**config.mk**
```make
export PLATFORM = sky130hd
export DESIGN_NAME = wb_dual_master_arbiter_flat
export DESIGN_NICKNAME = d
export VERILOG_FILES = /design/src/rtl/wb_dual_master_arbiter_if.sv /design/src/rtl/wb_dual_master_arbiter.sv /design/src/flat_wrapper.sv
export SDC_FILE = /design/constraint.sdc
export NUM_CORES = 1
export LEC_CHECK = 0
export BUFFER_PORTS_ARGS = -buffer_cell sky130_fd_sc_hd__buf_2
export CORE_AREA = 4 4 116 118
export CTS_CLUSTER_DIAMETER = 60
export DETAILED_ROUTE_END_ITERATION = 12
export DIE_AREA = 0 0 120 122
export PLACE_DENSITY_LB_ADDON = 0.05
export SLEW_MARGIN = 30
export SYNTH_ARGS = -nofsm -noshare
export SYNTH_HDL_FRONTEND = slang
export SYNTH_SLANG_ARGS = --single-unit
```
**constraint.sdc**
```tcl
create_clock -name clk -period 4.9 [get_ports clk]
set_clock_uncertainty 0.2 [all_clocks]
set_input_delay 0.49 -clock clk [delete_from_list [all_inputs] [get_ports clk]]
set_output_delay 0.49 -clock clk [all_outputs]
set_load 0.005 [all_outputs]
```
**src/rtl/wb_dual_master_arbiter_if.sv**
```systemverilog
// Wishbone classic bundle for the dual-master arbiter: two core-side
// masters, the Controller-side port, and the current grant.
interface wb_dual_master_arbiter_if #(
   parameter int ADDR_WIDTH = 32,
   parameter int DATA_WIDTH = 32
);
   logic                  m0_cyc_i;
   logic                  m0_stb_i;
   logic                  m0_we_i;
   logic [ADDR_WIDTH-1:0] m0_addr_i;
   logic [DATA_WIDTH-1:0] m0_data_i;
   logic [DATA_WIDTH-1:0] m0_data_o;
   logic                  m0_ack_o;
   logic                  m0_err_o;

   logic                  m1_cyc_i;
   logic                  m1_stb_i;
   logic                  m1_we_i;
   logic [ADDR_WIDTH-1:0] m1_addr_i;
   logic [DATA_WIDTH-1:0] m1_data_i;
   logic [DATA_WIDTH-1:0] m1_data_o;
   logic                  m1_ack_o;
   logic                  m1_err_o;

   logic                  s_cyc_o;
   logic                  s_stb_o;
   logic                  s_we_o;
   logic [ADDR_WIDTH-1:0] s_addr_o;
   logic [DATA_WIDTH-1:0] s_data_o;
   logic [DATA_WIDTH-1:0] s_data_i;
   logic                  s_ack_i;
   logic [1:0]            grant_o;

   modport slave (
      input  m0_cyc_i, m0_stb_i, m0_we_i, m0_addr_i, m0_data_i,
      output m0_data_o, m0_ack_o, m0_err_o,
      input  m1_cyc_i, m1_stb_i, m1_we_i, m1_addr_i, m1_data_i,
      output m1_data_o, m1_ack_o, m1_err_o,
      output s_cyc_o, s_stb_o, s_we_o, s_addr_o, s_data_o,
      input  s_data_i, s_ack_i,
      output grant_o
   );

   modport master (
      output m0_cyc_i, m0_stb_i, m0_we_i, m0_addr_i, m0_data_i,
      input  m0_data_o, m0_ack_o, m0_err_o,
      output m1_cyc_i, m1_stb_i, m1_we_i, m1_addr_i, m1_data_i,
      input  m1_data_o, m1_ack_o, m1_err_o,
      input  s_cyc_o, s_stb_o, s_we_o, s_addr_o, s_data_o,
      output s_data_i, s_ack_i,
      input  grant_o
   );
endinterface

```
**src/rtl/wb_dual_master_arbiter.sv**
```systemverilog
// Round-robin arbiter merging fetch (m0) and load/store (m1) Wishbone
// masters onto the Controller bus, with a per-transaction ack watchdog.
module wb_dual_master_arbiter #(
   parameter int ADDR_WIDTH     = 32,
   parameter int DATA_WIDTH     = 32,
   parameter int TIMEOUT_CYCLES = 1024
) (
   input  logic clk,
   input  logic rst_n,
   wb_dual_master_arbiter_if.slave bus
);
   localparam int CW = (TIMEOUT_CYCLES > 0) ?
                       $clog2(TIMEOUT_CYCLES + 1) : 1;

   typedef enum logic [1:0] {
      IDLE   = 2'd0,
      GRANT0 = 2'd1,
      GRANT1 = 2'd2
   } state_e;

   state_e        state_q, state_d;
   logic          last_grant_q, last_grant_d;
   logic [CW-1:0] cnt_q, cnt_d;

   logic req0, req1;
   logic g0, g1;
   logic stb;
   logic expire;

   assign req0 = bus.m0_cyc_i & bus.m0_stb_i;
   assign req1 = bus.m1_cyc_i & bus.m1_stb_i;
   assign g0   = (state_q == GRANT0);
   assign g1   = (state_q == GRANT1);
   assign stb  = (g0 & bus.m0_stb_i) | (g1 & bus.m1_stb_i);

   // Ack on the final cycle wins over expiry.
   assign expire = (TIMEOUT_CYCLES > 0) && stb && !bus.s_ack_i &&
                   (cnt_q == CW'(TIMEOUT_CYCLES - 1));

   always_ff @(posedge clk) begin
      if (!rst_n) begin
         state_q      <= IDLE;
         last_grant_q <= 1'b1;
         cnt_q        <= '0;
      end else begin
         state_q      <= state_d;
         last_grant_q <= last_grant_d;
         cnt_q        <= cnt_d;
      end
   end

   always_comb begin
      state_d = state_q;
      unique case (state_q)
         IDLE: begin
            if (req0 && req1)
               state_d = last_grant_q ? GRANT0 : GRANT1;
            else if (req0)
               state_d = GRANT0;
            else if (req1)
               state_d = GRANT1;
         end
         GRANT0: begin
            if (expire)
               state_d = IDLE;
            else if (!bus.m0_cyc_i)
               state_d = req1 ? GRANT1 : IDLE;
         end
         GRANT1: begin
            if (expire)
               state_d = IDLE;
            else if (!bus.m1_cyc_i)
               state_d = req0 ? GRANT0 : IDLE;
         end
         default: state_d = IDLE;
      endcase
   end

   always_comb begin
      last_grant_d = last_grant_q;
      cnt_d        = cnt_q;
      if (state_d != state_q) begin
         cnt_d = '0;
         if (state_d != IDLE)
            last_grant_d = (state_d == GRANT1);
      end else if (bus.s_ack_i || (state_q == IDLE)) begin
         cnt_d = '0;
      end else if ((TIMEOUT_CYCLES > 0) && stb) begin
         cnt_d = cnt_q + 1'b1;
      end
   end

   always_comb begin
      bus.s_cyc_o   = 1'b0;
      bus.s_stb_o   = 1'b0;
      bus.s_we_o    = 1'b0;
      bus.s_addr_o  = '0;
      bus.s_data_o  = '0;
      bus.m0_data_o = '0;
      bus.m0_ack_o  = 1'b0;
      bus.m0_err_o  = 1'b0;
      bus.m1_data_o = '0;
      bus.m1_ack_o  = 1'b0;
      bus.m1_err_o  = 1'b0;
      bus.grant_o   = {g1, g0};
      unique case (1'b1)
         g0: begin
            bus.s_cyc_o   = bus.m0_cyc_i;
            bus.s_stb_o   = bus.m0_stb_i;
            bus.s_we_o    = bus.m0_we_i;
            bus.s_addr_o  = bus.m0_addr_i;
            bus.s_data_o  = bus.m0_data_i;
            bus.m0_data_o = bus.s_data_i;
            bus.m0_ack_o  = bus.s_ack_i;
            bus.m0_err_o  = expire;
         end
         g1: begin
            bus.s_cyc_o   = bus.m1_cyc_i;
            bus.s_stb_o   = bus.m1_stb_i;
            bus.s_we_o    = bus.m1_we_i;
            bus.s_addr_o  = bus.m1_addr_i;
            bus.s_data_o  = bus.m1_data_i;
            bus.m1_data_o = bus.s_data_i;
            bus.m1_ack_o  = bus.s_ack_i;
            bus.m1_err_o  = expire;
         end
         default: ;
      endcase
   end
endmodule
```
**src/flat_wrapper.sv**
```systemverilog
// flat-port wrapper written by rule: the top's interface ports become plain ports
module wb_dual_master_arbiter_flat 
#(
   parameter int ADDR_WIDTH     = 32,
   parameter int DATA_WIDTH     = 32,
   parameter int TIMEOUT_CYCLES = 1024
)
  (clk, rst_n, bus_m0_cyc_i, bus_m0_stb_i, bus_m0_we_i, bus_m0_addr_i, bus_m0_data_i, bus_m0_data_o, bus_m0_ack_o, bus_m0_err_o, bus_m1_cyc_i, bus_m1_stb_i, bus_m1_we_i, bus_m1_addr_i, bus_m1_data_i, bus_m1_data_o, bus_m1_ack_o, bus_m1_err_o, bus_s_cyc_o, bus_s_stb_o, bus_s_we_o, bus_s_addr_o, bus_s_data_o, bus_s_data_i, bus_s_ack_i, bus_grant_o);
  wb_dual_master_arbiter_if #(.ADDR_WIDTH(ADDR_WIDTH), .DATA_WIDTH(DATA_WIDTH)) bus_i ();
  input  logic clk;
  input  logic rst_n;
  input wire logic [$bits(bus_i.m0_cyc_i)-1:0] bus_m0_cyc_i;
  input wire logic [$bits(bus_i.m0_stb_i)-1:0] bus_m0_stb_i;
  input wire logic [$bits(bus_i.m0_we_i)-1:0] bus_m0_we_i;
  input wire logic [$bits(bus_i.m0_addr_i)-1:0] bus_m0_addr_i;
  input wire logic [$bits(bus_i.m0_data_i)-1:0] bus_m0_data_i;
  output wire logic [$bits(bus_i.m0_data_o)-1:0] bus_m0_data_o;
  output wire logic [$bits(bus_i.m0_ack_o)-1:0] bus_m0_ack_o;
  output wire logic [$bits(bus_i.m0_err_o)-1:0] bus_m0_err_o;
  input wire logic [$bits(bus_i.m1_cyc_i)-1:0] bus_m1_cyc_i;
  input wire logic [$bits(bus_i.m1_stb_i)-1:0] bus_m1_stb_i;
  input wire logic [$bits(bus_i.m1_we_i)-1:0] bus_m1_we_i;
  input wire logic [$bits(bus_i.m1_addr_i)-1:0] bus_m1_addr_i;
  input wire logic [$bits(bus_i.m1_data_i)-1:0] bus_m1_data_i;
  output wire logic [$bits(bus_i.m1_data_o)-1:0] bus_m1_data_o;
  output wire logic [$bits(bus_i.m1_ack_o)-1:0] bus_m1_ack_o;
  output wire logic [$bits(bus_i.m1_err_o)-1:0] bus_m1_err_o;
  output wire logic [$bits(bus_i.s_cyc_o)-1:0] bus_s_cyc_o;
  output wire logic [$bits(bus_i.s_stb_o)-1:0] bus_s_stb_o;
  output wire logic [$bits(bus_i.s_we_o)-1:0] bus_s_we_o;
  output wire logic [$bits(bus_i.s_addr_o)-1:0] bus_s_addr_o;
  output wire logic [$bits(bus_i.s_data_o)-1:0] bus_s_data_o;
  input wire logic [$bits(bus_i.s_data_i)-1:0] bus_s_data_i;
  input wire logic [$bits(bus_i.s_ack_i)-1:0] bus_s_ack_i;
  output wire logic [$bits(bus_i.grant_o)-1:0] bus_grant_o;
  assign bus_i.m0_cyc_i = bus_m0_cyc_i;
  assign bus_i.m0_stb_i = bus_m0_stb_i;
  assign bus_i.m0_we_i = bus_m0_we_i;
  assign bus_i.m0_addr_i = bus_m0_addr_i;
  assign bus_i.m0_data_i = bus_m0_data_i;
  assign bus_m0_data_o = bus_i.m0_data_o;
  assign bus_m0_ack_o = bus_i.m0_ack_o;
  assign bus_m0_err_o = bus_i.m0_err_o;
  assign bus_i.m1_cyc_i = bus_m1_cyc_i;
  assign bus_i.m1_stb_i = bus_m1_stb_i;
  assign bus_i.m1_we_i = bus_m1_we_i;
  assign bus_i.m1_addr_i = bus_m1_addr_i;
  assign bus_i.m1_data_i = bus_m1_data_i;
  assign bus_m1_data_o = bus_i.m1_data_o;
  assign bus_m1_ack_o = bus_i.m1_ack_o;
  assign bus_m1_err_o = bus_i.m1_err_o;
  assign bus_s_cyc_o = bus_i.s_cyc_o;
  assign bus_s_stb_o = bus_i.s_stb_o;
  assign bus_s_we_o = bus_i.s_we_o;
  assign bus_s_addr_o = bus_i.s_addr_o;
  assign bus_s_data_o = bus_i.s_data_o;
  assign bus_i.s_data_i = bus_s_data_i;
  assign bus_i.s_ack_i = bus_s_ack_i;
  assign bus_grant_o = bus_i.grant_o;
  wb_dual_master_arbiter #(.ADDR_WIDTH(ADDR_WIDTH), .DATA_WIDTH(DATA_WIDTH), .TIMEOUT_CYCLES(TIMEOUT_CYCLES)) u_core (.clk(clk), .rst_n(rst_n), .bus(bus_i));
endmodule
```
==> impl_metrics.json <==
{
  "power_density_mw_per_mm2": 155,
  "worstSetupStartpoint": "u_core.state_q[1]",
  "dp_hpwl_um": 11400,
  "synthesis.area_sq_mm": 0.00244,
  "cts_max_path_buffers": 2,
  "cts_inserted_buffers": 3,
  "coreArea_sq_mm": 0.0125,
  "cts-root-buf": "clkbuf_16",
  "yosysSeqAreaShare": 0.115,
  "initial_core_util": 0.196,
  "endpoint": "bus_m1_err_o",
  "cp_max_fo": 46,
  "htree_levels": 1,
  "fin_area_sq_mm": 0.00415,
  "max-vdd-ir-drop_v": 0.0000902,
  "yosysWarnings": 0,
  "dieWidth_um": 120,
  "die_h_um": 122,
  "regToRegSetupSlack_ns": 1.54,
  "first_pass_iters": 4,
  "post_cts_resize_count": 0,
  "grt_pass1_wl_um": 20100,
  "avgSynthCellArea_sq_um": 7.25,
  "vias": 3522,
  "ant_nets": 0,
  "worstPathArrival_ns": 2.75,
  "crit_required_ns": 4.21,
  "wire_per_inst_um": 17.6,
  "drive_gt1_frac": 0.541,
  "grt_max_degree": 69,
  "grtUsageMet2": 0.315,
  "fmax_ghz": 0.290,
  "gr-total-overflow": 0,
  "cts_tree": "done",
  "synth_seq_cells": 14,
  "layoutNonFillerInstCount": 787,
  "hold_viol": 0,
  "wl_um": 13800,
  "viasPerCell": 4.48,
  "crit_path_end_kind": "primary output",
  "clkSinkCount": 14,
  "port_buffers": 305,
  "yosysUniqueCellTypes": 41,
  "final_nets": 789,
  "grt_pass1_vias": 3593,
  "finish.utilization": 0.333,
  "fin_setup_tns_ns": 0,
  "drc": 0,
  "rr_endpoint": "u_core.cnt_q[4]",
  "grtUsageMet3": 0.0525,
  "outcome": "finished clean",
  "io-pin-count": 306,
  "postCtsSetupRepairBufs": 0,
  "ff2ff_path_depth": 7,
  "syn_inst": 336,
  "hold_class": "flop to flop",
  "worstMarginPinSlew_ns": 0.766,
  "grt.total_usage": 0.175,
  "cts_hold_buf": 0,
  "rsz0062_at_grt": "no",
  "slew-limit-headroom": 0.489,
  "area_delta_synth_final_pct": 70.1,
  "maxSlewViolCount": 0,
  "dieArea_sq_mm": 0.0146,
  "power.leakage_nw": 2.14,
  "rr_startpoint": "u_core.state_q[1]",
  "cap_violations": 0,
  "dr.first_iter.drc_count": 235,
  "worstSkewPairLatency_ns": 0.25,
  "dp.cells": 782,
  "syn_nets": 510,
  "gp_congestion": 0.817,
  "cts.clk_slew.worst_paths_ns": 0.05,
  "finalCriticalPeriod_ns": 3.44,
  "criticalPathCategory": "flop to primary output",
  "period_share": 0.703,
  "antenna_found_initial": 3,
  "gr-max-usage-layer": "met2",
  "dpl_cell_area_sq_mm": 0.00406,
  "finalSetupViolations": 0,
  "rows": 41,
  "grt_use_met1": 0.210,
  "critPathLaunchType": "flop"
}
-- synthesized netlist by cell type (all sizes together) --
master / instances / area [sq um]
o2bb2ai: 1 / 8.76
a221o: 1 / 10.0
nor4b: 1 / 8.76
ha: 5 / 62.6
o21ai: 2 / 10.0
clkbuf: 29 / 109
o21bai: 1 / 7.51
and3: 3 / 18.8
dfxtp: 14 / 280
xor2: 7 / 61.3
o31ai: 1 / 21.3
o211ai: 1 / 7.51
and4: 3 / 31.3
nand4: 5 / 37.5
nor3: 13 / 115
mux2i: 1 / 10.0
nor3b: 1 / 12.5
a21oi: 1 / 5.00
inv: 4 / 15.0
a22oi: 67 / 503
o22a: 1 / 10.0
nand2: 7 / 26.3
a222oi: 1 / 10.0
nor2: 3 / 11.3
a21o: 1 / 7.51
nand3: 9 / 45.0
nand4b: 2 / 17.5
and2: 69 / 432
buf: 6 / 52.6
a22o: 1 / 8.76
o311ai: 1 / 8.76
o22ai: 2 / 12.5
nand2b: 1 / 6.26
nor2b: 67 / 419
and3b: 1 / 8.76
xnor2: 3 / 26.3
-- report_power, final --
part           internal, mW  switching (mW)
registers             0.117         0.00547
clock network         0.124          0.0500
logic                 0.169           0.176
-- flip-flops by register name (all words and copies together), names as in the netlist --
register,flops
u_core.last_grant_q,1
u_core.state_q,2
u_core.cnt_q,11
-- metal layers --
| metal | vias up | routed length (um) |
|---|---|---|
| li1 | 1754 | - |
| met1 | 1608 | 5360 |
| met2 | 146 | 7290 |
| met3 | 10 | 1040 |
| met4 | 4 | 106 |
| met5 | - | 27 |
-- layout make-up --
cell class              instances  area (sq um)
inverters                       4          15.0
flip-flops and latches         14           280
fillers                      1432          8320
multi-input cells             283          1990
diodes                          1          2.50
well taps                     172           215
repair buffers                309          1560
clock buffers                   4          88.8
-- critical path, cell delays in order (launching register included) --
cell and delay [ns]:
dfxtp_1 0.43, inv_1 0.14, ha_2 0.65, a22o_1 0.58, nand4_1 0.22, nor3_1 0.23, and2_1 0.15, buf_2 0.11
-- how the worst min path moves through the flow --
stage / from / end / slack, ns / cells past startpoint
2_1_floorplan: u_core.last_grant_q / u_core.last_grant_q / 0.25 / 2
3_3_place_gp: u_core.last_grant_q / u_core.last_grant_q / 0.29 / 2
3_5_place_dp: u_core.last_grant_q / u_core.last_grant_q / 0.28 / 2
4_1_cts: u_core.last_grant_q / u_core.last_grant_q / 0.30 / 2
5_1_grt: u_core.last_grant_q / u_core.last_grant_q / 0.34 / 2
6_report: u_core.last_grant_q / u_core.last_grant_q / 0.31 / 2
-- per-stage QoR --
stage	total power, mW	worst slack, ns	hold WS (ns)
after detailed placement	0.474	1.48	0.278
after CTS	0.650	1.39	0.299
after floorplan	0.314	2.53	0.247
after global routing	0.691	1.19	0.335
final	0.641	1.46	0.306
after global placement	0.472	1.60	0.293
-- cells in the final DEF (no fill, tap or decap), types with 4 or more instances in the layout --
cell       n
buf_2    305
and2_1    69
a22oi_1   67
nor2b_1   67
dfxtp_1   14
nor3_2    10
nand3_1    9
nand2_1    7
xor2_1     7
inv_1      4
nand4_1    4
buf_4      4
-- cells by family after synthesis --
group,count (synthesis),synth area share
and+or+nand+nor,185,0.488
AOI/OAI and AO/OA,82,0.259
buffers and inverters,39,0.0724
DFF,14,0.115
xor gates and xnor gates,10,0.0359
adders and majority gates,5,0.0257
muxes,1,0.00411
Note: power is estimated with default switching activity, not from simulation.
